File: src/rtl/ringbuffer.sv
// ---------------------------------------------------------------------------
// ringbuffer
//
// Pointer and status controller for a power-of-two circular buffer. The data
// itself lives in an external RAM; this block only tracks which slot the
// producer writes next and which slot the consumer reads next. It also flags
// the empty, full, overflow and underflow conditions.
//
// Parameters:
//   BITS        address width; buffer depth is 2**BITS entries
//
// Ports:
//   clk         system clock, rising edge
//   reset       asynchronous, active-low reset
//   write_done  producer finished the slot at write_addr (rising edge counts)
//   read_done   consumer finished the slot at read_addr (rising edge counts)
//   write_addr  next slot to write
//   read_addr   next slot to read
//   empty       buffer holds no entries
//   full        buffer holds 2**BITS entries
//   overflow    sticky: a write arrived while full
//   underflow   sticky: a read arrived while empty
//   level       entry count, 0..2**BITS (only with RINGBUFFER_LEVEL_EN)
//
// Optional feature macro: RINGBUFFER_LEVEL_EN adds the level output.
// ---------------------------------------------------------------------------
module ringbuffer #(
  parameter int BITS = 7
) (
  input  logic            clk,
  input  logic            reset,
  input  logic            write_done,
  input  logic            read_done,
  output logic [BITS-1:0] write_addr,
  output logic [BITS-1:0] read_addr,
  output logic            empty,
  output logic            full,
  output logic            overflow,
  output logic            underflow
`ifdef RINGBUFFER_LEVEL_EN
  ,
  output logic [BITS:0]   level
`endif
);

  localparam logic [BITS:0] PTR_ONE = {{BITS{1'b0}}, 1'b1};

  // Each pointer carries one extra wrap bit. With it, full and empty can be
  // told apart when the address bits are equal.
  logic [BITS:0] wptr_q, wptr_d;
  logic [BITS:0] rptr_q, rptr_d;
  logic          wd_q, rd_q;
  logic          ovf_q, ovf_d;
  logic          unf_q, unf_d;

  logic          wr_ev, rd_ev;
  logic          empty_w, full_w;

  assign wr_ev   = write_done & ~wd_q;
  assign rd_ev   = read_done & ~rd_q;

  assign empty_w = (wptr_q == rptr_q);
  assign full_w  = (wptr_q[BITS-1:0] == rptr_q[BITS-1:0]) &&
                   (wptr_q[BITS] != rptr_q[BITS]);

  // Both events are judged against the pre-edge state. A simultaneous write
  // and read on an empty buffer therefore accepts the write and flags the read
  // as underflow. On a full buffer it accepts the read and flags the write as
  // overflow.
  always_comb begin
    wptr_d = wptr_q;
    rptr_d = rptr_q;
    ovf_d  = ovf_q;
    unf_d  = unf_q;
    if (wr_ev) begin
      if (full_w) begin
        ovf_d = 1'b1;
      end else begin
        wptr_d = wptr_q + PTR_ONE;
      end
    end
    if (rd_ev) begin
      if (empty_w) begin
        unf_d = 1'b1;
      end else begin
        rptr_d = rptr_q + PTR_ONE;
      end
    end
  end

  // The edge-detect history resets to 0. A strobe that is already high when
  // reset releases is therefore counted once.
  always_ff @(posedge clk or negedge reset) begin
    if (!reset) begin
      wptr_q <= '0;
      rptr_q <= '0;
      wd_q   <= 1'b0;
      rd_q   <= 1'b0;
      ovf_q  <= 1'b0;
      unf_q  <= 1'b0;
    end else begin
      wptr_q <= wptr_d;
      rptr_q <= rptr_d;
      wd_q   <= write_done;
      rd_q   <= read_done;
      ovf_q  <= ovf_d;
      unf_q  <= unf_d;
    end
  end

  assign write_addr = wptr_q[BITS-1:0];
  assign read_addr  = rptr_q[BITS-1:0];
  assign empty      = empty_w;
  assign full       = full_w;
  assign overflow   = ovf_q;
  assign underflow  = unf_q;

`ifdef RINGBUFFER_LEVEL_EN
  // Subtraction modulo 2**(BITS+1) yields 0..2**BITS.
  assign level = wptr_q - rptr_q;
`endif

endmodule

File: config.mk
export PLATFORM = sky130hd
export DESIGN_NAME = ringbuffer
export DESIGN_NICKNAME = d
export VERILOG_FILES = /design/src/rtl/ringbuffer.sv
export SDC_FILE = /design/constraint.sdc
export NUM_CORES = 1
export LEC_CHECK = 0
export CORE_UTILIZATION = 30
export DETAILED_ROUTE_END_ITERATION = 10
export PLACE_DENSITY_LB_ADDON = 0.12
export SYNTH_ARGS = -nofsm -noshare
export SYNTH_HDL_FRONTEND = slang
export SYNTH_SLANG_ARGS = --single-unit
export TNS_END_PERCENT = 10
File: constraint.sdc
create_clock -name clk -period 2.1 [get_ports clk]
set_clock_uncertainty 0.2 [all_clocks]
set_input_delay 0.42 -clock clk [delete_from_list [all_inputs] [get_ports clk]]
set_output_delay 0.42 -clock clk [all_outputs]
set_load 0.01 [all_outputs]
Word-level counts from Yosys, hierarchy flattened
Cells that the tools add are included.
- flip-flop bits (word level): 20
- output and inout bits: 18
- equal/unequal tests: 3
- bitwise logic cells: 6
- add/subtract/negate cells: 2
- reduce and logical (&&, ||, !) cells: 5
- operators with widths (cell ; number):
    8-bit by 1-bit adder with 8-bit output, second input constant ; 2
    8-bit == test ; 1
    2-bit AND reduction ; 4
    7-bit == test ; 1
    1-bit inverter ; 4
    1-bit AND ; 2
    1-bit logical AND ; 1
    1-bit != test ; 1

Logic depth before layout (Yosys ltp)
Gate-level depths: netlist of the first run.
- word-level depth: 4
- mapped depth: 6
- mapped depth without buffers: 6

Worst setup path after synthesis of the first run
No wires, ideal clock.
- kind: register -> output
- start point: reg wptr_q[2]
- end point: out empty
- buffers on the path: 0
- cell stages (with the launch flop): 5
- path slack: 0.172 ns
- arrival: 1.308 ns
- required time: 1.480 ns
- path through: dfrtp_1 -> xnor2_1 -> nand4_1 -> or3_4 -> inv_4
- longest elaborated chain between the ends: 1
- ends and longest elaborated chain (element ; line ; RTL):
    from (decl) ; 50 ; logic [BITS:0] wptr_q, wptr_d;
    from (signal assigned) ; 102 ; wptr_q <= wptr_d;
    8-bit == test ; 62 ; assign empty_w = (wptr_q == rptr_q);
    to (decl) ; 36 ; output logic empty,
Every way passes these cells.

Final worst setup path of the first run
- start point: reg wptr_q[4]
- end point: out empty
The elaborated chain is that of the path after synthesis.

==> impl_metrics.prom, run 1 <==
# TYPE chip_impl_metric gauge
chip_impl_info{name="crit_path_start_kind",value="flip-flop"} 1
chip_impl_metric{name="final_stage_net_count",unit=""} 135
chip_impl_metric{name="path_clk_slew",unit="ps"} 110
chip_impl_metric{name="drt_iter0_drc",unit=""} 5
chip_impl_info{name="cpLargestDelayFamily",value="simple AND/OR/NAND/NOR gates"} 1
chip_impl_info{name="tritoncts_clock_tree",value="done"} 1
chip_impl_info{name="slowest_stage",value="sky130_fd_sc_hd__dfrtp_1"} 1
chip_impl_metric{name="finalMaxSlewViolations",unit=""} 0
chip_impl_info{name="timing_worst_setup_path_type",value="reg2out"} 1
chip_impl_metric{name="total_of_warnings_raised_by_yosys",unit=""} 0
chip_impl_metric{name="worst_pin_slew",unit="ps"} 369
chip_impl_metric{name="irDropWorstVdd",unit="V"} 0.000707
chip_impl_metric{name="first_global_vias",unit=""} 731
chip_impl_metric{name="wirelength",unit="mm"} 2.09
chip_impl_metric{name="required",unit="ps"} 1480
chip_impl_metric{name="report.power.total",unit="mW"} 1.89
chip_impl_metric{name="timing_hold_violations_final",unit=""} 0
chip_impl_metric{name="worst_slack",unit="ps"} -112
chip_impl_metric{name="powerDensity",unit="nW/um^2"} 1280
chip_impl_metric{name="slowest_delay",unit="ps"} 440
chip_impl_metric{name="ys_async_sr_fraction",unit="%"} 100
chip_impl_metric{name="wire_per_inst",unit="um"} 12.1
chip_impl_info{name="ys_top_cells_by_count",value="sky130_fd_sc_hd__dfrtp_1 (20), sky130_fd_sc_hd__buf_4 (14), sky130_fd_sc_hd__xor2_1 (13)"} 1
chip_impl_metric{name="whs",unit="ps"} 257
chip_impl_info{name="violated_checks",value="negative setup slack"} 1
chip_impl_info{name="yosys.area.top_type",value="sky130_fd_sc_hd__dfrtp_1"} 1
chip_impl_metric{name="crit_path_buf_inv_count",unit=""} 2
chip_impl_info{name="root_buffer",value="sky130_fd_sc_hd__clkbuf_4"} 1
chip_impl_metric{name="first_pass_grt_wire_length",unit="mm"} 3.46
chip_impl_metric{name="post_cts_hold_buffer_count",unit=""} 0
chip_impl_metric{name="layout.core_utilization",unit="%"} 43.8
chip_impl_info{name="worst_hold_path_type",value="in2async"} 1
chip_impl_metric{name="clock_power_share",unit="%"} 9.3
chip_impl_metric{name="tritoncts.num_buffers",unit=""} 3
chip_impl_metric{name="final_min_period_over_clock_period",unit="%"} 105
chip_impl_metric{name="grt_overflow_total",unit=""} 0
chip_impl_metric{name="max_cap_viol_count",unit=""} 0
chip_impl_info{name="setup.worst_path.end_class",value="primary output"} 1
chip_impl_info{name="status",value="finished, violations left"} 1
chip_impl_metric{name="largest_net_degree_at_the_start_of_global_routing",unit=""} 21
chip_impl_metric{name="synth-edff-count",unit=""} 0
chip_impl_metric{name="grt_antenna_before_repair",unit=""} 0
chip_impl_metric{name="share_seq_of_total_power",unit="%"} 31.9
chip_impl_metric{name="synthCells",unit=""} 92
chip_impl_metric{name="pwr-share-comb",unit="%"} 58.8
chip_impl_metric{name="synthToLayoutAreaGrowth",unit="%"} 36.8
chip_impl_metric{name="mappedNetlistNets",unit=""} 98
chip_impl_metric{name="max_clock_freq",unit="MHz"} 452
chip_impl_metric{name="die_w",unit="um"} 62.1
chip_impl_metric{name="place.port_buffers",unit=""} 21
chip_impl_metric{name="initial_utilization",unit="%"} 32.0
chip_impl_metric{name="ys_seq_elements",unit=""} 20
chip_impl_metric{name="via_count",unit=""} 719
chip_impl_metric{name="final_layout_size_suffix_gt1_share",unit="%"} 33.9
chip_impl_metric{name="max-clock-path-buffers",unit=""} 2
chip_impl_metric{name="power_switching_share",unit="%"} 35.6
chip_impl_metric{name="h_tree_levels",unit=""} 1
chip_impl_metric{name="place.gp.congestion",unit=""} 0.715
chip_impl_info{name="setup_repair_after_global_routing_missed_its_margin",value="yes"} 1
chip_impl_metric{name="clk-insertion-delay-late",unit="ps"} 290
chip_impl_metric{name="final.setup.tns",unit="ps"} -198
chip_impl_info{name="synthMostInstantiatedCell",value="sky130_fd_sc_hd__dfrtp_1"} 1
chip_impl_metric{name="p_leak",unit="nW"} 0.719
chip_impl_metric{name="shortest_clock_period_the_worst_path_allows_after_layout",unit="ps"} 2210
chip_impl_info{name="synth_top_flop_cell",value="sky130_fd_sc_hd__dfrtp_1"} 1
chip_impl_metric{name="mappedNetlistArea",unit="sq um"} 1080
chip_impl_metric{name="syn-mean-instance-area",unit="sq um"} 11.8
chip_impl_metric{name="max-slew-margin-rel",unit="%"} 75.1
chip_impl_metric{name="detail_route.first_pass.iterations",unit=""} 4
chip_impl_metric{name="post_synth_top_area_share",unit="%"} 46.1
chip_impl_metric{name="grt.total_usage",unit="%"} 11.7
chip_impl_metric{name="fillCellCount",unit=""} 332
chip_impl_metric{name="numClockSinks",unit=""} 20
chip_impl_metric{name="top_level_ports",unit=""} 22
chip_impl_metric{name="drc_errors",unit=""} 0
chip_impl_metric{name="hpwl",unit="mm"} 1.63
chip_impl_metric{name="p_sw",unit="mW"} 0.673
chip_impl_metric{name="design.die.area",unit="sq um"} 3860
chip_impl_metric{name="floorplan.rows",unit=""} 21
chip_impl_metric{name="internal_power",unit="mW"} 1.22
chip_impl_metric{name="critical_path_peak_fanout",unit=""} 2
chip_impl_metric{name="crit_arrival",unit="ps"} 1590
chip_impl_metric{name="floorplan.core_area",unit="sq um"} 3390
chip_impl_metric{name="seq_area_frac_synth",unit="%"} 46.1
chip_impl_metric{name="num_antenna_cells",unit=""} 0
chip_impl_metric{name="die_h",unit="um"} 62.1
chip_impl_metric{name="residual_antenna_violating_net_count_after_detailed_routing",unit=""} 0
chip_impl_info{name="crit_chain",value="xnor2_2 > nand3_2 > or3_4 > inv_4 > buf_6"} 1
chip_impl_metric{name="yosys.cell_types.count",unit=""} 23
chip_impl_metric{name="via_per_inst",unit=""} 4.16
chip_impl_metric{name="setup_violations_final",unit=""} 2
chip_impl_info{name="synth.area.top_cells",value="sky130_fd_sc_hd__dfrtp_1 (46%), sky130_fd_sc_hd__xor2_1 (10%), sky130_fd_sc_hd__buf_4 (9.7%)"} 1
sequential cells by signal, summed over array words and instances (netlist names):
signal / flops
wptr_q: 8
rptr_q: 8
rd_q: 1
underflow: 1
overflow: 1
wd_q: 1
cells in the final DEF (no fill, tap or decap), drive strengths merged:
cell / n
buf: 27
dfrtp: 20
clkdlybuf4s50: 18
xor2: 13
xnor2: 9
nand2: 5
nand4: 4
nand3: 4
nor3: 3
nor2: 3
clkbuf: 3
nor2b: 3
nor4b: 3
a21o: 2
ha: 2
nor3b: 2
mux2: 2
or3: 1
inv: 1
nor4: 1
dlymetal6s2s: 1
power by group through the flow:
stage	combinational (mW)	sequential, mW	clock (mW)
detailed placement	1.07	0.601	0
finish	1.11	0.604	0.176
floorplan	0.560	0.656	0
global placement	1.06	0.599	0
global route	1.20	0.623	0.206
CTS	1.08	0.594	0.186
repair_timing:
item | in CTS | in global routing
pin swaps | 5 | 5
resized for setup | 9 | 5
buffers inserted | 0 | 1
endpoints found under the setup margin | 2 | 4
per-stage QoR:
| stage | instances | area [sq um] | setup WS, ps |
|---|---|---|---|
| floorplan | 92 | 1080 | 172 |
| global placement | 169 | 1430 | -221 |
| detailed placement | 169 | 1430 | -242 |
| CTS | 172 | 1450 | -164 |
| global route | 173 | 1480 | -211 |
| finish | 173 | 1480 | -112 |
cell type report:
| cell class | instances | area, sq um | area share, % |
|---|---|---|---|
| multi-input combinational | 57 | 500 | 33.7 |
| tap | 46 | 57.6 | 3.88 |
| clock buffer | 3 | 22.5 | 1.52 |
| timing repair buffer | 46 | 397 | 26.7 |
| inverter | 1 | 6.26 | 0.422 |
| sequential | 20 | 500 | 33.7 |
kinds of logic after synthesis:
kind of cell,count (synthesis),share of synthesized area (%)
DFF,20,46.1
and+or+nand+nor,29,19.7
adders and majority gates,2,2.31
xor gates and xnor gates,22,17.8
buffers and inverters,15,10.3
muxes,2,2.42
AOI/OAI and AO/OA,2,1.38
path summary, 6_finish.rpt:
check,cells after the start,end,slack (ps),startpoint
worst max-delay path,5,empty,-110,wptr_q[4]
worst min-delay path,2,wptr_q[4],260,reset
worst max register to register,6,rptr_q[1],100,wptr_q[4]
worst min register to register,1,overflow,280,overflow
max in group asynchronous,2,rptr_q[3],1230,reset
min in group clk,1,overflow,280,overflow
routing by layer:
metal | GRT usage (%) | wire (um) | up-vias | part of all wire, %
li1 | - | - | 369 | -
met5 | 0 | 0 | - | 0
met2 | 18.1 | 991 | 16 | 47
met1 | 15.8 | 988 | 332 | 47
met3 | 4.04 | 92 | 2 | 4.4
met4 | 2.62 | 19 | 0 | 0.91
worst register-to-register path, delay by kind of cell (launching register included):
family        cells  cell delay [ps]
xor+xnor          1              180
buf+inv           1              150
flops             1              440
mux               1              330
simple gates      3              600
No activity file was read; power rests on OpenSTA's default activity.
==> run 2: changes to the inputs <==
- ABC_AREA: unset -> 0
- SETUP_SLACK_MARGIN: unset -> 0.05
==> run 2 against run 1 <==
Effect of this change: combinational power barely moved; the run still ends with negative setup slack left; critical path depth unchanged; sequential share of layout area shrank 0.39 points; clock power about the same; highest routed layer unchanged; die area unchanged; non-clock buffer count did not move; via count increased by 0.42%; critical endpoint unchanged; count of clock-buffer cells in the layout unchanged; register-to-register slack barely moved; largest power group unchanged; total power shrank 0.95%; sequential power barely moved.
==> impl_metrics.prom, run 2 (same netlist as run 1, synthesis figures left out) <==
# TYPE chip_impl_metric gauge
chip_impl_metric{name="postPlaceCellArea",unit="sq um"} 1430
chip_impl_metric{name="first_pass_grt_wire_length",unit="mm"} 3.46
chip_impl_info{name="root_buffer",value="sky130_fd_sc_hd__clkbuf_4"} 1
chip_impl_metric{name="irDropWorstVdd",unit="V"} 0.000710
chip_impl_metric{name="max_cap_viol_count",unit=""} 0
chip_impl_metric{name="grt.total_usage",unit="%"} 11.7
chip_impl_metric{name="num_antenna_cells",unit=""} 0
chip_impl_metric{name="p_sw",unit="mW"} 0.671
chip_impl_metric{name="floorplan.core_area",unit="sq um"} 3390
chip_impl_info{name="violated_checks",value="negative setup slack"} 1
chip_impl_info{name="most-common-layout-cells",value="sky130_fd_sc_hd__buf_4 (25), sky130_fd_sc_hd__dfrtp_1 (20), sky130_fd_sc_hd__xor2_1 (13), sky130_fd_sc_hd__clkdlybuf4s50_1 (11), sky130_fd_sc_hd__dlymetal6s2s_1 (8)"} 1
chip_impl_metric{name="post_cts_hold_buffer_count",unit=""} 0
chip_impl_metric{name="finish.instance_area",unit="sq um"} 1500
chip_impl_metric{name="drt_iter0_drc",unit=""} 2
chip_impl_info{name="crit_path_start_kind",value="flip-flop"} 1
chip_impl_metric{name="critical_path_peak_fanout",unit=""} 2
chip_impl_metric{name="crit_arrival",unit="ps"} 1590
chip_impl_metric{name="grt_antenna_before_repair",unit=""} 0
chip_impl_metric{name="worst_pin_slew",unit="ps"} 369
chip_impl_metric{name="initial_utilization",unit="%"} 32.0
chip_impl_metric{name="place.port_buffers",unit=""} 21
chip_impl_metric{name="synthToLayoutAreaGrowth",unit="%"} 38.4
chip_impl_metric{name="floorplan.rows",unit=""} 21
chip_impl_metric{name="finalMaxSlewViolations",unit=""} 0
chip_impl_metric{name="design.die.area",unit="sq um"} 3860
chip_impl_metric{name="slowest_delay",unit="ps"} 440
chip_impl_info{name="routed.top_layer",value="met4"} 1
chip_impl_metric{name="p_leak",unit="nW"} 0.815
chip_impl_info{name="status",value="finished, violations left"} 1
chip_impl_info{name="timing_worst_setup_path_type",value="reg2out"} 1
chip_impl_metric{name="drc_errors",unit=""} 0
chip_impl_metric{name="h_tree_levels",unit=""} 1
chip_impl_metric{name="wire_per_inst",unit="um"} 12.1
chip_impl_metric{name="pwr-share-comb",unit="%"} 58.4
chip_impl_metric{name="hpwl",unit="mm"} 1.63
chip_impl_metric{name="die_w",unit="um"} 62.1
chip_impl_metric{name="timing_hold_violations_final",unit=""} 0
chip_impl_metric{name="residual_antenna_violating_net_count_after_detailed_routing",unit=""} 0
chip_impl_metric{name="via_count",unit=""} 722
chip_impl_metric{name="detail_route.first_pass.iterations",unit=""} 4
chip_impl_metric{name="layout.core_utilization",unit="%"} 44.3
chip_impl_info{name="top_regs",value="rptr_q x8, wptr_q x8"} 1
chip_impl_metric{name="powerDensity",unit="nW/um^2"} 1250
chip_impl_metric{name="place.gp.congestion",unit=""} 0.715
chip_impl_metric{name="wirelength",unit="mm"} 2.10
chip_impl_metric{name="internal_power",unit="mW"} 1.20
chip_impl_metric{name="met2WireLength",unit="mm"} 1.01
chip_impl_metric{name="grt_overflow_total",unit=""} 0
chip_impl_metric{name="final_min_period_over_clock_period",unit="%"} 105
chip_impl_metric{name="numClockSinks",unit=""} 20
chip_impl_info{name="crit_chain",value="xnor2_2 > nand3_2 > or3_4 > inv_4 > buf_6"} 1
chip_impl_info{name="setup_repair_after_global_routing_missed_its_margin",value="yes"} 1
chip_impl_metric{name="share_seq_of_total_power",unit="%"} 32.2
chip_impl_metric{name="final_stage_net_count",unit=""} 135
chip_impl_info{name="slowest_stage",value="sky130_fd_sc_hd__dfrtp_1"} 1
chip_impl_metric{name="clk-insertion-delay-late",unit="ps"} 290
chip_impl_metric{name="power_switching_share",unit="%"} 35.8
chip_impl_metric{name="die_h",unit="um"} 62.1
chip_impl_info{name="worst_hold_path_type",value="in2async"} 1
chip_impl_metric{name="first_global_vias",unit=""} 731
chip_impl_metric{name="crit_path_buf_inv_count",unit=""} 2
chip_impl_metric{name="final.setup.tns",unit="ps"} -194
chip_impl_info{name="most_common_library_cell_in_the_layout_ignoring_fill_and_taps",value="sky130_fd_sc_hd__buf_4"} 1
chip_impl_metric{name="max-clock-path-buffers",unit=""} 2
chip_impl_metric{name="worst_slack",unit="ps"} -111
chip_impl_metric{name="route.layer.met1.wl",unit="um"} 988
chip_impl_metric{name="shortest_clock_period_the_worst_path_allows_after_layout",unit="ps"} 2210
chip_impl_metric{name="top_level_ports",unit=""} 22
chip_impl_metric{name="largest_net_degree_at_the_start_of_global_routing",unit=""} 21
chip_impl_metric{name="max-slew-margin-rel",unit="%"} 75.1
chip_impl_metric{name="path_clk_slew",unit="ps"} 110
chip_impl_info{name="setup.worst_path.end_class",value="primary output"} 1
chip_impl_metric{name="setup_violations_final",unit=""} 2
chip_impl_metric{name="required",unit="ps"} 1480
chip_impl_metric{name="max_clock_freq",unit="MHz"} 452
chip_impl_metric{name="final_layout_size_suffix_gt1_share",unit="%"} 33.9
chip_impl_metric{name="via_per_inst",unit=""} 4.17
chip_impl_metric{name="met3_wirelength",unit="um"} 85
chip_impl_metric{name="tritoncts.num_buffers",unit=""} 3
chip_impl_info{name="cpLargestDelayFamily",value="simple AND/OR/NAND/NOR gates"} 1
chip_impl_metric{name="report.power.total",unit="mW"} 1.88
chip_impl_info{name="tritoncts_clock_tree",value="done"} 1
chip_impl_metric{name="clock_power_share",unit="%"} 9.4
chip_impl_metric{name="rrSetupSlack",unit="ps"} 100
## run 2: stage by stage
step | hold slack [ps] | setup WS [ps] | instances
after floorplan | -75.6 | 172 | 92
after global placement | 240 | -221 | 169
after detailed placement | 260 | -242 | 169
after CTS | 261 | -164 | 172
after global routing | 263 | -211 | 173
final | 257 | -111 | 173
## run 2: final cells by class
type	instances	area [sq um]
inverter	1	6.26
tap	46	57.6
fill	330	1890
clock buffer	3	22.5
multi-input combinational	57	500
timing repair buffer	46	414
sequential	20	500
## run 2: per-layer routing
layer  up-vias  track usage (%)
met5         -                0
met4         0             2.62
met3         2             4.04
met2        14             18.1
met1       336             15.8
li1        370                -
## run 2: worst paths after layout
path,startpoint,to,cells past startpoint
max,wptr_q[4],empty,5
min,reset,wptr_q[4],2
max reg2reg,wptr_q[4],rptr_q[1],6
min reg2reg,overflow,overflow,1
max in group asynchronous,reset,rptr_q[3],2
min in group clk,overflow,overflow,1
## run 2: repair_timing
item,in CTS,in global routing
endpoints found under the hold margin,0,0
pin swaps,5,5
endpoints found under the setup margin,2,6
buffers inserted,0,1
gates resized for setup,9,12
## run 2: power by group through the flow
stage / combinational (mW) / clock, mW / sequential (mW)
after floorplan: 0.560 / 0 / 0.656
after global placement: 1.06 / 0 / 0.599
final: 1.10 / 0.175 / 0.604
after CTS: 1.08 / 0.186 / 0.594
after detailed placement: 1.07 / 0 / 0.601
after global routing: 1.19 / 0.206 / 0.623
==> RTL change (settings of run 1) <==
Reset style: synchronous (`reset`), changed in one clocked block. Comments in the files are not updated.
--- a/src/rtl/ringbuffer.sv
+++ b/src/rtl/ringbuffer.sv
@@ -91,5 +91,5 @@
   // The edge-detect history resets to 0. A strobe that is already high when
   // reset releases is therefore counted once.
-  always_ff @(posedge clk or negedge reset) begin
+  always_ff @(posedge clk) begin
     if (!reset) begin
       wptr_q <= '0;
Check against the original RTL: differs if reset is asserted again (counterexample within 4 cycles, from zero or initial values and one cycle with reset low); with reset held inactive, the same outputs for 10 cycles.
==> RTL change against run 1 <==
Routed wire length rose by 17%; via count grew 34%; cell area is 3.2% higher; sequential share of layout area decreased by 7.3 points; worst setup slack improved by 0.12 ns; core utilization rose by 0.38 points; sequential cell count unchanged; synthesized area increased by 4.0%; largest cell class is now multi-input combinational cells.
Power is not compared: it rests on default switching activity, and its combinational part moved more than twofold at a synthesized area within 25%.
==> RTL change: results (changes against run 1) <==
outcome finished, final reports clean (was finished with violations); reg-to-reg endpoint rptr_q[7]$_SDFFE_PN0P_ (was rptr_q[1]$_DFFE_PN0P_); EDFF count, synth 0 (unchanged); grt met3 use 4.348% (was 4.044%); clk_lat worst skew 0.25 ns (was 0.29 ns); Clk pin slew, worst setup/hold paths 0.07 ns (was 0.11 ns); largest net degree at the start of global routing 29 (was 21); Via Count 962 (was 719); Critical R2R Launch wptr_q[5]$_SDFFE_PN0P_ (was wptr_q[4]$_DFFE_PN0P_); total CTS buffers 3 (unchanged); Initial DRT Pass Iterations 4 (unchanged); setup_tns 0 ns (was -0.1979 ns); r2r worst-path depth 7 (was 6); Max stage delay on crit path 0.33 ns (was 0.44 ns); drt wl/cell 12.05 um (was 12.09 um); IO Port Bufs 21 (unchanged); hold worst-path end overflow$_SDFFE_PN0P_; Peak VDD IR around 0.41 mV; placed inst area 0.001444 mm2 (was 0.001428 mm2); CP max FO 2 (unchanged); Ys Warns 0 (unchanged); DR iter-0 viols 36 (was 5); CP max-delay cell dfxtp_2 (was dfrtp_1); Max clock buf depth 2 (unchanged); ys async rst share 0% (was 100.0%); hold path start overflow$_SDFFE_PN0P_; Nets 165 (was 135); vias in the first global route 898 (was 731); top cells by count, synth dfxtp_1, nand2_1, buf_4, xor2_1, mux2i_1 (was dfrtp_1, buf_4, xor2_1, xnor2_1); Min-Delay Path Class reg2reg (was in2async); placer congestion estimate 0.7220 (was 0.7154); met1 GRT Util 16.80% (was 15.78%); ANT cells 0 (unchanged); Leak 0.6253 nW; register area share after synthesis 35.48% (was 46.14%); layout cells sized above 1 26.11% (was 33.86%); Post-DP HPWL 1826 um (was 1629 um); syn_nets 134 (was 98); WP data arrival 1.47 ns (was 1.59 ns); CTS Root Cell clkbuf_8 (was clkbuf_4); largest registers rptr_q x8, wptr_q x8 (unchanged); Overall Global Routing Usage 13.03% (was 11.74%); Slew Limit Headroom 78.58% (was 75.08%); fillers 350 (was 332); GRT met2 Usage 21.01% (was 18.13%); Synth area leaders dfxtp_1, buf_4, xor2_1 (was dfrtp_1, xor2_1, buf_4); hold path depth 2; worst reg-to-reg setup slack 0.12 ns (was 0.10 ns); initial antenna violation count 0 (unchanged); post-synthesis cell type count 28 (was 23); first-pass GRT wire length 4084 um (was 3463 um)
==> RTL change: area by class of cell <==
class / count / share of cell area [%]
Tap cell: 46 / 3.758
Clock buffer: 3 / 2.696
Inverter: 1 / 0.2451
Timing Repair Buffer: 45 / 25.25
Sequential cell: 20 / 26.47
Multi-Input combinational cell: 88 / 41.58
==> RTL change: per-layer routing <==
layer  vias to the layer above  part of all wire, %
met2                        20                   46
met3                         2                  3.3
met4                         0                 0.49
met1                       450                   50
met5                         -                    0
li1                        490                    -
==> RTL change: repair_timing <==
| action | in CTS | in global routing |
|---|---|---|
| pin swaps | 2 | 2 |
| setup endpoints to repair | 2 | 5 |
| cloned | 0 | 0 |
| resized for setup | 12 | 10 |
| setup buffers | 1 | 0 |
==> RTL change: where the power goes <==
part           total, W  leakage, nW  internal [W]  switching, W
registers      0.000399        0.164      0.000391    0.00000733
clock network  0.000247       0.0216      0.000128      0.000119
logic          0.000174        0.439     0.0000961     0.0000778
==> RTL change: worst max-delay path: cells and delay by family, from the launching register on <==
kind | cells | cell delay [ns]
xor+xnor | 1 | 0.16
buf+inv | 1 | 0.15
flops | 1 | 0.33
simple gates | 2 | 0.58
==> RTL change: worst max path at each step <==
stage	start	to	slack (ns)	depth (start not counted)
floorplan	rptr_q[0]$_SDFFE_PN0P_	full	0.19	4
global placement	read_done	rptr_q[7]$_SDFFE_PN0P_	-0.17	6
detailed placement	read_done	rptr_q[7]$_SDFFE_PN0P_	-0.23	6
CTS	rptr_q[3]$_SDFFE_PN0P_	full	-0.04	4
global route	rptr_q[4]$_SDFFE_PN0P_	full	-0.08	4
finish	rptr_q[4]$_SDFFE_PN0P_	full	0.008	4
==> RTL change: kinds of logic (layout without fill, tap and decap cells) <==
kind of cell | Yosys count | count (layout) | synth area share, %
adder cells (fa/ha/maj) | 2 | 2 | 2.217
AND/OR/NAND/NOR | 52 | 52 | 25.83
XOR/XNOR | 9 | 9 | 6.985
flip-flops | 20 | 20 | 35.48
multiplexers | 7 | 7 | 6.209
AO/OA/AOI/OAI | 18 | 18 | 11.20
buffers and inverters | 20 | 49 | 12.08
==> RTL change: through the flow <==
| stage | util, % | hold WS, ns | worst slack (ns) | std cells |
|---|---|---|---|---|
| 2_1_floorplan | - | 0.2542 | 0.1910 | 128 |
| 3_3_place_gp | 41.63 | 0.2821 | -0.1732 | 200 |
| 3_5_place_dp | 41.63 | 0.2873 | -0.2295 | 200 |
| 4_1_cts | 42.86 | 0.3078 | -0.03626 | 203 |
| 5_1_grt | 44.16 | 0.3459 | -0.07963 | 203 |
| 6_report | 44.16 | 0.3000 | 0.008342 | 203 |
